[src/rtl/sprite_pkg.sv]
// Shared definitions for the sprite plotter slice: FSM state encoding,
// frame geometry, default field widths and the ROM address layout.
// The ROM address is {shape, row, col}, shape in the MSBs.
package sprite_pkg;

   typedef enum logic [1:0] {
      IDLE  = 2'd0,
      RUN   = 2'd1,
      FLUSH = 2'd2,
      DONE  = 2'd3
   } state_e;

   // Frame geometry and pixel depth (160x120, 3-bit colour)
   localparam int SPR_SCREEN_W = 160;
   localparam int SPR_SCREEN_H = 120;
   localparam int SPR_CW       = 3;

   // Default coordinate widths and ROM address fields
   localparam int SPR_XW         = 8;
   localparam int SPR_YW         = 7;
   localparam int SPR_COL_BITS   = 2;
   localparam int SPR_ROW_BITS   = 2;
   localparam int SPR_SHAPE_BITS = 3;

   // Width of {shape,row,col}
   function automatic int rom_aw(input int shape_bits, input int row_bits, input int col_bits);
      return shape_bits + row_bits + col_bits;
   endfunction

   localparam int SPR_ROM_AW = rom_aw(SPR_SHAPE_BITS, SPR_ROW_BITS, SPR_COL_BITS);

endpackage

[src/rtl/sprite_plotter_if.sv]
// Signal bundle between game logic, the pattern ROM and vga_adapter.
//  slave  : plotter side (takes requests and ROM data, drives plots)
//  master : environment side (game logic + ROM + VGA adapter)
//  start/x0/y0/shape/erase/bg_colour : draw request
//  rom_addr/rom_data                 : synchronous ROM, 1-cycle read latency
//  vga_x/vga_y/vga_colour/vga_plot   : pixel write to vga_adapter
//  busy/done                         : status
interface sprite_plotter_if
   import sprite_pkg::*;
#(
   parameter int XW         = SPR_XW,
   parameter int YW         = SPR_YW,
   parameter int CW         = SPR_CW,
   parameter int SHAPE_BITS = SPR_SHAPE_BITS,
   parameter int AW         = SPR_ROM_AW
) ();

   logic                  start;
   logic [XW-1:0]         x0;
   logic [YW-1:0]         y0;
   logic [SHAPE_BITS-1:0] shape;
   logic                  erase;
   logic [CW-1:0]         bg_colour;
   logic [AW-1:0]         rom_addr;
   logic [CW-1:0]         rom_data;
   logic [XW-1:0]         vga_x;
   logic [YW-1:0]         vga_y;
   logic [CW-1:0]         vga_colour;
   logic                  vga_plot;
   logic                  busy;
   logic                  done;

   modport slave (
      input  start, x0, y0, shape, erase, bg_colour, rom_data,
      output rom_addr, vga_x, vga_y, vga_colour, vga_plot, busy, done
   );

   modport master (
      output start, x0, y0, shape, erase, bg_colour, rom_data,
      input  rom_addr, vga_x, vga_y, vga_colour, vga_plot, busy, done
   );

endinterface

[src/rtl/regn.sv]
// Generic N-bit load-enable register with synchronous active-low reset.
//  R in, Q out, E load enable, Resetn clears, Clock rising edge.
module regn #(
   parameter int N = 8
) (
   input  logic [N-1:0] R,
   input  logic         Resetn,
   input  logic         E,
   input  logic         Clock,
   output logic [N-1:0] Q
);

   always_ff @(posedge Clock) begin
      if (!Resetn)
         Q <= '0;
      else if (E)
         Q <= R;
   end

endmodule

[src/rtl/sprite_addr_gen.sv]
// Raster-scan column/row counter for one sprite.
//  clr_i  : zero both counters (wins over en_i)
//  en_i   : advance one pixel; col wraps and carries into row
//  col_o  : current column
//  row_o  : current row
//  last_o : current position is the final pixel (bottom-right)
module sprite_addr_gen #(
   parameter int COL_BITS = 2,
   parameter int ROW_BITS = 2
) (
   input  logic                Clock,
   input  logic                Resetn,
   input  logic                clr_i,
   input  logic                en_i,
   output logic [COL_BITS-1:0] col_o,
   output logic [ROW_BITS-1:0] row_o,
   output logic                last_o
);

   localparam logic [COL_BITS-1:0] COL_MAX = '1;
   localparam logic [ROW_BITS-1:0] ROW_MAX = '1;

   logic [COL_BITS-1:0] col_q, col_d;
   logic [ROW_BITS-1:0] row_q, row_d;

   always_comb begin
      col_d = col_q;
      row_d = row_q;
      if (clr_i) begin
         col_d = '0;
         row_d = '0;
      end else if (en_i) begin
         // col is a power-of-two width, so it wraps to 0 by itself
         col_d = col_q + COL_BITS'(1);
         if (col_q == COL_MAX)
            row_d = row_q + ROW_BITS'(1);
      end
   end

   always_ff @(posedge Clock) begin
      if (!Resetn) begin
         col_q <= '0;
         row_q <= '0;
      end else begin
         col_q <= col_d;
         row_q <= row_d;
      end
   end

   assign col_o  = col_q;
   assign row_o  = row_q;
   assign last_o = (col_q == COL_MAX) && (row_q == ROW_MAX);

endmodule

[src/rtl/sprite_plotter.sv]
// Draws one sprite from an external multi-shape pattern ROM at (x0,y0).
// A start/busy/done FSM scans the sprite in raster order; a one-stage
// pipeline carries the plot coordinates alongside the 1-cycle ROM read so
// vga_x/vga_y/vga_plot line up with rom_data. Off-screen pixels are
// clipped and (optionally) pixels matching TRANSP_COLOUR are skipped.
//  Clock, Resetn : clock, synchronous active-low reset
//  spr (slave)   : request, ROM port, VGA plot port and status
module sprite_plotter
   import sprite_pkg::*;
#(
   parameter int            XW            = SPR_XW,
   parameter int            YW            = SPR_YW,
   parameter int            CW            = SPR_CW,
   parameter int            COL_BITS      = SPR_COL_BITS,
   parameter int            ROW_BITS      = SPR_ROW_BITS,
   parameter int            SHAPE_BITS    = SPR_SHAPE_BITS,
   parameter int            SCREEN_W      = SPR_SCREEN_W,
   parameter int            SCREEN_H      = SPR_SCREEN_H,
   parameter bit            TRANSP_EN     = 1'b1,
   parameter logic [CW-1:0] TRANSP_COLOUR = '0
) (
   input logic               Clock,
   input logic               Resetn,
   sprite_plotter_if.slave   spr
);

   localparam int LW = XW + YW + SHAPE_BITS + 1;

   // Screen limits at the widened coordinate width so carries clip too
   localparam logic [XW:0] SCR_W = (XW+1)'(SCREEN_W);
   localparam logic [YW:0] SCR_H = (YW+1)'(SCREEN_H);

   state_e state_q, state_d;

   logic                  ld;
   logic                  cnt_clr;
   logic                  cnt_en;
   logic                  last;
   logic [COL_BITS-1:0]   col;
   logic [ROW_BITS-1:0]   row;

   logic [LW-1:0]         org_q;
   logic [XW-1:0]         x0_q;
   logic [YW-1:0]         y0_q;
   logic [SHAPE_BITS-1:0] shape_q;
   logic                  erase_q;

   logic [XW:0]           px;
   logic [YW:0]           py;
   logic                  valid_q, valid_d;
   logic                  onscr_q, onscr_d;
   logic [XW-1:0]         vga_x_q, vga_x_d;
   logic [YW-1:0]         vga_y_q, vga_y_d;
   logic                  transp;

   // Origin, shape and erase captured once per draw
   regn #(.N(LW)) u_org (
      .R      ({spr.x0, spr.y0, spr.shape, spr.erase}),
      .Resetn (Resetn),
      .E      (ld),
      .Clock  (Clock),
      .Q      (org_q)
   );

   assign {x0_q, y0_q, shape_q, erase_q} = org_q;

   sprite_addr_gen #(
      .COL_BITS (COL_BITS),
      .ROW_BITS (ROW_BITS)
   ) u_addr (
      .Clock  (Clock),
      .Resetn (Resetn),
      .clr_i  (cnt_clr),
      .en_i   (cnt_en),
      .col_o  (col),
      .row_o  (row),
      .last_o (last)
   );

   // ---------------- FSM ----------------
   always_ff @(posedge Clock) begin
      if (!Resetn)
         state_q <= IDLE;
      else
         state_q <= state_d;
   end

   always_comb begin
      state_d = state_q;
      ld      = 1'b0;
      cnt_clr = 1'b0;
      cnt_en  = 1'b0;
      case (state_q)
         IDLE: begin
            if (spr.start) begin
               ld      = 1'b1;
               cnt_clr = 1'b1;
               state_d = RUN;
            end
         end
         RUN: begin
            cnt_en = 1'b1;
            if (last)
               state_d = FLUSH;
         end
         // Final ROM read lands here; its plot appears this cycle
         FLUSH:   state_d = DONE;
         DONE:    state_d = IDLE;
         default: state_d = IDLE;
      endcase
   end

   // ---------------- plot pipeline ----------------
   assign px = {1'b0, x0_q} + (XW+1)'(col);
   assign py = {1'b0, y0_q} + (YW+1)'(row);

   assign valid_d = (state_q == RUN);
   assign onscr_d = (px < SCR_W) && (py < SCR_H);
   assign vga_x_d = px[XW-1:0];
   assign vga_y_d = py[YW-1:0];

   always_ff @(posedge Clock) begin
      if (!Resetn) begin
         valid_q <= 1'b0;
         onscr_q <= 1'b0;
         vga_x_q <= '0;
         vga_y_q <= '0;
      end else begin
         valid_q <= valid_d;
         onscr_q <= onscr_d;
         vga_x_q <= vga_x_d;
         vga_y_q <= vga_y_d;
      end
   end

   // Transparency keys off the ROM pixel even when erasing, so erase
   // clears exactly the footprint a normal draw painted.
   assign transp = TRANSP_EN && (spr.rom_data == TRANSP_COLOUR);

   assign spr.rom_addr   = {shape_q, row, col};
   assign spr.vga_x      = vga_x_q;
   assign spr.vga_y      = vga_y_q;
   assign spr.vga_plot   = valid_q & onscr_q & ~transp;
   assign spr.vga_colour = erase_q ? spr.bg_colour : spr.rom_data;
   assign spr.busy       = (state_q != IDLE);
   assign spr.done       = (state_q == DONE);

endmodule
[src/flat_wrapper.sv]
// flat-port wrapper written by rule: the top's interface ports become plain ports
module sprite_plotter_flat import sprite_pkg::*;
#(
   parameter int            XW            = SPR_XW,
   parameter int            YW            = SPR_YW,
   parameter int            CW            = SPR_CW,
   parameter int            COL_BITS      = SPR_COL_BITS,
   parameter int            ROW_BITS      = SPR_ROW_BITS,
   parameter int            SHAPE_BITS    = SPR_SHAPE_BITS,
   parameter int            SCREEN_W      = SPR_SCREEN_W,
   parameter int            SCREEN_H      = SPR_SCREEN_H,
   parameter bit            TRANSP_EN     = 1'b1,
   parameter logic [CW-1:0] TRANSP_COLOUR = '0
)
  (Clock, Resetn, spr_start, spr_x0, spr_y0, spr_shape, spr_erase, spr_bg_colour, spr_rom_data, spr_rom_addr, spr_vga_x, spr_vga_y, spr_vga_colour, spr_vga_plot, spr_busy, spr_done);
  sprite_plotter_if #(.XW(XW), .YW(YW), .CW(CW), .SHAPE_BITS(SHAPE_BITS)) spr_i ();
  input logic Clock;
  input logic Resetn;
  input wire logic [$bits(spr_i.start)-1:0] spr_start;
  input wire logic [$bits(spr_i.x0)-1:0] spr_x0;
  input wire logic [$bits(spr_i.y0)-1:0] spr_y0;
  input wire logic [$bits(spr_i.shape)-1:0] spr_shape;
  input wire logic [$bits(spr_i.erase)-1:0] spr_erase;
  input wire logic [$bits(spr_i.bg_colour)-1:0] spr_bg_colour;
  input wire logic [$bits(spr_i.rom_data)-1:0] spr_rom_data;
  output wire logic [$bits(spr_i.rom_addr)-1:0] spr_rom_addr;
  output wire logic [$bits(spr_i.vga_x)-1:0] spr_vga_x;
  output wire logic [$bits(spr_i.vga_y)-1:0] spr_vga_y;
  output wire logic [$bits(spr_i.vga_colour)-1:0] spr_vga_colour;
  output wire logic [$bits(spr_i.vga_plot)-1:0] spr_vga_plot;
  output wire logic [$bits(spr_i.busy)-1:0] spr_busy;
  output wire logic [$bits(spr_i.done)-1:0] spr_done;
  assign spr_i.start = spr_start;
  assign spr_i.x0 = spr_x0;
  assign spr_i.y0 = spr_y0;
  assign spr_i.shape = spr_shape;
  assign spr_i.erase = spr_erase;
  assign spr_i.bg_colour = spr_bg_colour;
  assign spr_i.rom_data = spr_rom_data;
  assign spr_rom_addr = spr_i.rom_addr;
  assign spr_vga_x = spr_i.vga_x;
  assign spr_vga_y = spr_i.vga_y;
  assign spr_vga_colour = spr_i.vga_colour;
  assign spr_vga_plot = spr_i.vga_plot;
  assign spr_busy = spr_i.busy;
  assign spr_done = spr_i.done;
  sprite_plotter #(.XW(XW), .YW(YW), .CW(CW), .COL_BITS(COL_BITS), .ROW_BITS(ROW_BITS), .SHAPE_BITS(SHAPE_BITS), .SCREEN_W(SCREEN_W), .SCREEN_H(SCREEN_H), .TRANSP_EN(TRANSP_EN), .TRANSP_COLOUR(TRANSP_COLOUR)) u_core (.Clock(Clock), .Resetn(Resetn), .spr(spr_i));
endmodule
[config.mk]
export PLATFORM = sky130hd
export DESIGN_NAME = sprite_plotter_flat
export DESIGN_NICKNAME = d
export VERILOG_FILES = /design/src/rtl/sprite_pkg.sv /design/src/rtl/sprite_plotter_if.sv /design/src/rtl/regn.sv /design/src/rtl/sprite_addr_gen.sv /design/src/rtl/sprite_plotter.sv /design/src/flat_wrapper.sv
export SDC_FILE = /design/constraint.sdc
export NUM_CORES = 1
export LEC_CHECK = 0
export BUFFER_PORTS_ARGS = -buffer_cell sky130_fd_sc_hd__buf_2
export CAP_MARGIN = 40
export CORE_UTILIZATION = 51
export CTS_CLUSTER_DIAMETER = 80
export DETAILED_ROUTE_END_ITERATION = 8
export PLACE_DENSITY_LB_ADDON = 0.1
export SLEW_MARGIN = 20
export SYNTH_ARGS = -nofsm -noshare
export SYNTH_HDL_FRONTEND = slang
export SYNTH_SLANG_ARGS = --single-unit
[constraint.sdc]
create_clock -name Clock -period 2.1 [get_ports Clock]
set_clock_uncertainty 0.2 [all_clocks]
set_input_delay 0 -clock Clock [delete_from_list [all_inputs] [get_ports Clock]]
set_output_delay 0 -clock Clock [all_outputs]
set_load 0.02 [all_outputs]
# [Yosys cells after proc, flatten, opt, wreduce, memory -nomap -nowiden]
# Index checks and enable logic that the tools add are counted.
[word_totals] output_inout_bits=28 wordCells=40 register_bits=42 in_bits=28
[op_classes] bitwise=4 n_lt_le_gt_ge=2 n_reduce_logical=8 n_eq_ne=7 addsub=4 n_mux=7
[ops] op="$add 8x2->9" count=1
[ops] op="$lt 9x8->1 const B" count=1
[ops] op="$add 7x2->8" count=1
[ops] op="$eq 2x2->1 const B" count=4
[ops] op="$lt 8x7->1 const B" count=1
[ops] op="$pmux 2 s4" count=1
[ops] op="$add 2x1->2 const B" count=2
[ops] op="$mux 2" count=2
[ops] op="$reduce_and 2->1" count=2
[ops] op="$logic_not 3->1" count=1
[ops] op="$mux 1" count=3
[ops] op="$mux 3" count=1
[ops] op="$and 1x1->1" count=2
[ops] op="$eq 2x1->1 const B" count=1
[ops] op="$logic_and 1x1->1" count=2
[ops] op="$logic_not 2->1" count=1
[ops] op="$ne 2x1->1 const B" count=1
[ops] op="$ne 2x2->1 const B" count=1
[ops] op="$not 1->1" count=2
[ops] op="$reduce_bool 2->1" count=1
[ops] op="$reduce_or 2->1" count=1

# [Depth between registers and ports, before layout]
[logic_depth] ltp_word=4 mapped_depth=7 depth_no_buf=6

# [Modules after synthesis]
# Synthesis repeated with hierarchy kept, for this count alone.
[hier_totals] hier_cells=185 area_unflattened_um2=1928.1
[modules_own_cells] mod="sprite_plotter" seq_area_each_um2=380.4 area_each_um2=1006.0 instances=1 cells_each=106
[modules_own_cells] mod="regn" seq_area_each_um2=380.4 area_each_um2=724.4 instances=1 cells_each=60
[modules_own_cells] mod="sprite_addr_gen" seq_area_each_um2=80.1 area_each_um2=197.7 instances=1 cells_each=19

# [Least setup slack after synthesis]
# OpenSTA, ideal clock, no wires.
[synth_path] path_kind="flip-flop to flip-flop" startpoint="register u_core.u_addr.col_q[0], in the netlist u_core.u_addr.col_o[0]" endpoint="register u_core.vga_x_q[6], in the netlist u_core.spr.vga_x[6]" required_time_ns=1.785 synth_period_minus_slack_ns=1.904 path_stages_with_launch=7 t_arrival_ns=1.589 setup_slack_ns=0.196 setup_time_ns=0.115 n_path_buf=0 cell_sequence="dfxtp_1 > ha_1 > fa_1 > and3_1 > nand3_1 > xnor2_1 > and2_1"
[synth_via] elab_chain_cells=1
[synth_rtl] element="from (decl)" line_no="sprite_addr_gen.sv:23" source="logic [COL_BITS-1:0] col_q, col_d;"
[synth_rtl] element="from (signal assigned)" line_no="sprite_addr_gen.sv:45" source="col_q <= col_d;"
[synth_rtl] element="$add 8x2->9" line_no="sprite_plotter.sv:114" source="assign px = {1'b0, x0_q} + (XW+1)'(col);"
[synth_rtl] element="to (signal assigned)" line_no="sprite_plotter.sv:131" source="vga_x_q <= vga_x_d;"
[synth_rtl] element="to (decl)" line_no="sprite_plotter.sv:52" source="logic [XW-1:0] vga_x_q, vga_x_d;"
# No other way between the ends.
# A chain may end at the register's enable or synchronous reset.

# [Worst setup path in the final report]
[layout_path] startpoint="register u_core.state_q[0]" endpoint="register u_core.state_q[0]"
[layout_via] elab_chain_cells=3 elab_cells_between_ends=8 cone_classes="eq/ne: 5; mux: 1; reduce/logical: 2"
[layout_rtl] element="from (decl)" line_no="sprite_plotter.sv:33" source="state_e state_q, state_d;"
[layout_rtl] element="from (signal assigned)" line_no="sprite_plotter.sv:85" source="state_q <= state_d;"
[layout_rtl] element="$eq 2x1->1 or $logic_not 2->1 (tied branches)" line_no="sprite_plotter.sv:93" source="case (state_q)"
[layout_rtl] element="$ne 2x1->1 (no source line) or $ne 2x2->1 (tied branches)"
[layout_rtl] element="$reduce_and 2->1 (no source line)"
# Parallel ways exist; a longest one is shown, timed or not.

==> results.sh <==
export IMPL_place_congestion=0.766
export IMPL_yosysSeqAreaShare=0.441
export IMPL_crit_top_cell="inv_1"
export IMPL_p_leak_nw=1.21
export IMPL_cts_root_buffer="clkbuf_8"
export IMPL_fmax_ghz=0.493
export IMPL_yosysTopAreaCell="dfxtp_1"
export IMPL_coreArea_um2=3470
export IMPL_yosys_warnings=0
export IMPL_worstSetupStartpoint="u_core.state_q[0]"
export IMPL_drc=0
export IMPL_ys_async_sr_fraction=0
export IMPL_placed_area_um2=2200
export IMPL_peakVddDrop_v=0.000712
export IMPL_finalWirelength_um=3910
export IMPL_antenna_cells=0
export IMPL_drt_pass1_iter_count=4
export IMPL_worstPathRequired_ns=2.09
export IMPL_dpl_hpwl_um=2480
export IMPL_postCtsSetupBuffers=0
export IMPL_grt_pass1_vias=1630
export IMPL_die_area_um2=3990
export IMPL_syn_area_per_cell_um2=9.26
export IMPL_drive_above_1_share=0.269
export IMPL_setup_viol=0
export IMPL_vias=1647
export IMPL_dieWidth_um=63.2
export IMPL_ios=56
export IMPL_stdcell_area_um2=2620
export IMPL_crit_chain="inv_1 -> ha_1 -> inv_1 -> a2bb2oi_4 -> nand2_1 -> o211a_1 -> dlygate4sd3_1"
export IMPL_antenna_found_initial=0
export IMPL_hp_start="spr_start"
export IMPL_cts_max_path_buffers=2
export IMPL_nets=330
export IMPL_synth_area_um2=1910
export IMPL_numPlacedInstances=299
export IMPL_gr_usage_met1=0.253
export IMPL_clkLatencyLatePin_ns=0.30
export IMPL_crit_slowest_cell="dlygate4sd3_1"
export IMPL_grt_busiest_layer="met2"
export IMPL_cp_num_buf_inv=3
export IMPL_vias_per_cell=4.90
export IMPL_ys_flop_type="dfxtp_1"
export IMPL_cts_tree="built"
export IMPL_utilization=0.756
export IMPL_slowest_delay_ns=0.55
export IMPL_fin_cells=336
export IMPL_layout_commonest_cell="buf_2"
export IMPL_numPortBuffers=55
export IMPL_grt_use_total=0.222
export IMPL_hold_class="in -> reg"
export IMPL_rr_startpoint="u_core.state_q[0]"
export IMPL_grt_first_pass_wirelength_um=6860
export IMPL_netlist_instances=206
export IMPL_antenna_left=0
export IMPL_hold_viol_final=0
export IMPL_ys_ff_latch=42
export IMPL_relSlewSlack=0.741
export IMPL_grt_overflow_total=0
export IMPL_crit_type="reg -> reg"
export IMPL_tightest_slew_ns=0.388
export IMPL_worstPathMaxFanout=4
export IMPL_period_needed_ns=2.03
export IMPL_synth_edf_count=0
export IMPL_cp_top_family="buffers and inverters"
export IMPL_grt_use_met3=0.0797
export IMPL_nFillCells=250
export IMPL_drv_slew=0
export IMPL_layout_common_cells="55 x buf_2, 47 x nand2_1, 40 x dfxtp_1"
export IMPL_fp_row_count=21
export IMPL_worstPathArrival_ns=2.02
export IMPL_wl_per_cell_um=11.6
export IMPL_area_growth_pct=37.4
export IMPL_synth_top_cell_area_share=0.441
export IMPL_die_h_um=63.2
export IMPL_status="complete, no violations"
export IMPL_grt_met2_usage=0.379
export IMPL_grt_max_degree=27
export IMPL_max_cap_viol_count=0
export IMPL_cp_end_kind="flop"
export IMPL_htreeDepth=2
export IMPL_cts_sinks=42
export IMPL_ys_types=33
export IMPL_synth_area_top_cells="dfxtp_1 44%, nand2_1 9.4%, a21boi_1 8.7%, ha_1 7.2%, and2_1 3.6%"
export IMPL_powerDensity_nw_per_um2=985
export IMPL_drtIter0Drc=44
export IMPL_start_util=0.550
export IMPL_rsz0062_at_grt="true"
export IMPL_clk_pin_slew_ns=0.08
export IMPL_synth_fp_nets=247
export IMPL_min_period_over_period=0.966
export IMPL_numCtsBuffers=5
export IMPL_start_kind="flop"
## flip-flops by register name (all words and copies together) (netlist names)
name                 cells
u_core.onscr_q           1
u_core.spr.vga_x         8
u_core.spr.vga_y         7
u_core.state_q           2
u_core.u_addr.col_o      2
u_core.u_addr.row_o      2
u_core.u_org.Q          19
u_core.valid_q           1
## area by class of cell
| cell class | count | area (um2) | area share |
|---|---|---|---|
| multi-input combinational | 149 | 1000 | 0.383 |
| sequential | 42 | 843 | 0.322 |
| timing repair buffer | 88 | 596 | 0.227 |
| clock buffer | 6 | 72.6 | 0.0277 |
| tap | 46 | 57.6 | 0.0220 |
| clock inverter | 2 | 37.5 | 0.0143 |
| inverter | 3 | 11.3 | 0.00430 |
## through the flow
step | setup TNS (ns) | setup slack (ns) | total power, W | hold WS, ns
4_1_cts | 0 | 0.0581 | 0.00254 | 0.0218
3_5_place_dp | 0 | 0.239 | 0.00185 | 0.0467
2_1_floorplan | 0 | 0.196 | 0.00165 | -0.0652
6_report | 0 | 0.0710 | 0.00258 | 0.0245
5_1_grt | -0.0382 | -0.0259 | 0.00277 | 0.0434
3_3_place_gp | 0 | 0.235 | 0.00184 | 0.0426
## Yosys cell counts (4+ instances only)
library cell	count
nand2_1	48
dfxtp_1	42
a21boi_1	22
and2_1	11
ha_1	11
o21ai_0	6
buf_4	5
nand3_1	5
nor2_1	5
xnor2_1	5
xor2_1	5
clkbuf_1	4
nor2b_1	4
## cells by family (layout without fill, tap and decap cells)
logic type,after synthesis,count (layout),synth area share
fa+ha+maj,13,13,0.0931
buf+inv,15,99,0.0413
mux,5,5,0.0282
xor+xnor,10,10,0.0459
compound gates,38,38,0.147
simple gates,83,83,0.204
flops,42,42,0.441
## timing repair
action,in CTS,in global routing
hold buffers,29,0
endpoints found under the hold margin,26,0
setup endpoints to repair,0,9
gates resized for setup,0,5
## per-layer routing
layer / part of all wire / vias to the layer above / wire [um]
met2: 0.48 / 50 / 1870
met5: 0 / - / 0
met1: 0.45 / 740 / 1760
li1: - / 848 / -
met3: 0.059 / 9 / 229
met4: 0.015 / 0 / 60
## report_power, final
group	total, W	internal [W]	switching (W)	leakage [nW]
logic	0.000893	0.000416	0.000477	0.814
registers	0.00106	0.000945	0.000115	0.344
clock network	0.000630	0.000355	0.000276	0.0514
## tightest hold or removal path, cell delays in order
cell and delay, ns:
buf_2 0.13, a2bb2oi_4 0.15, mux2i_1 0.14, nor2b_1 0.06
## worst paths after layout
| path | slack (ns) | cells after the start | end |
|---|---|---|---|
| max | 0.07 | 7 | u_core.state_q[0] |
| min reg2reg | 0.26 | 2 | u_core.u_org.Q[2] |
| max reg2reg | 0.07 | 7 | u_core.state_q[0] |
| min | 0.02 | 4 | u_core.state_q[1] |
(Power assumes the default switching activity.)
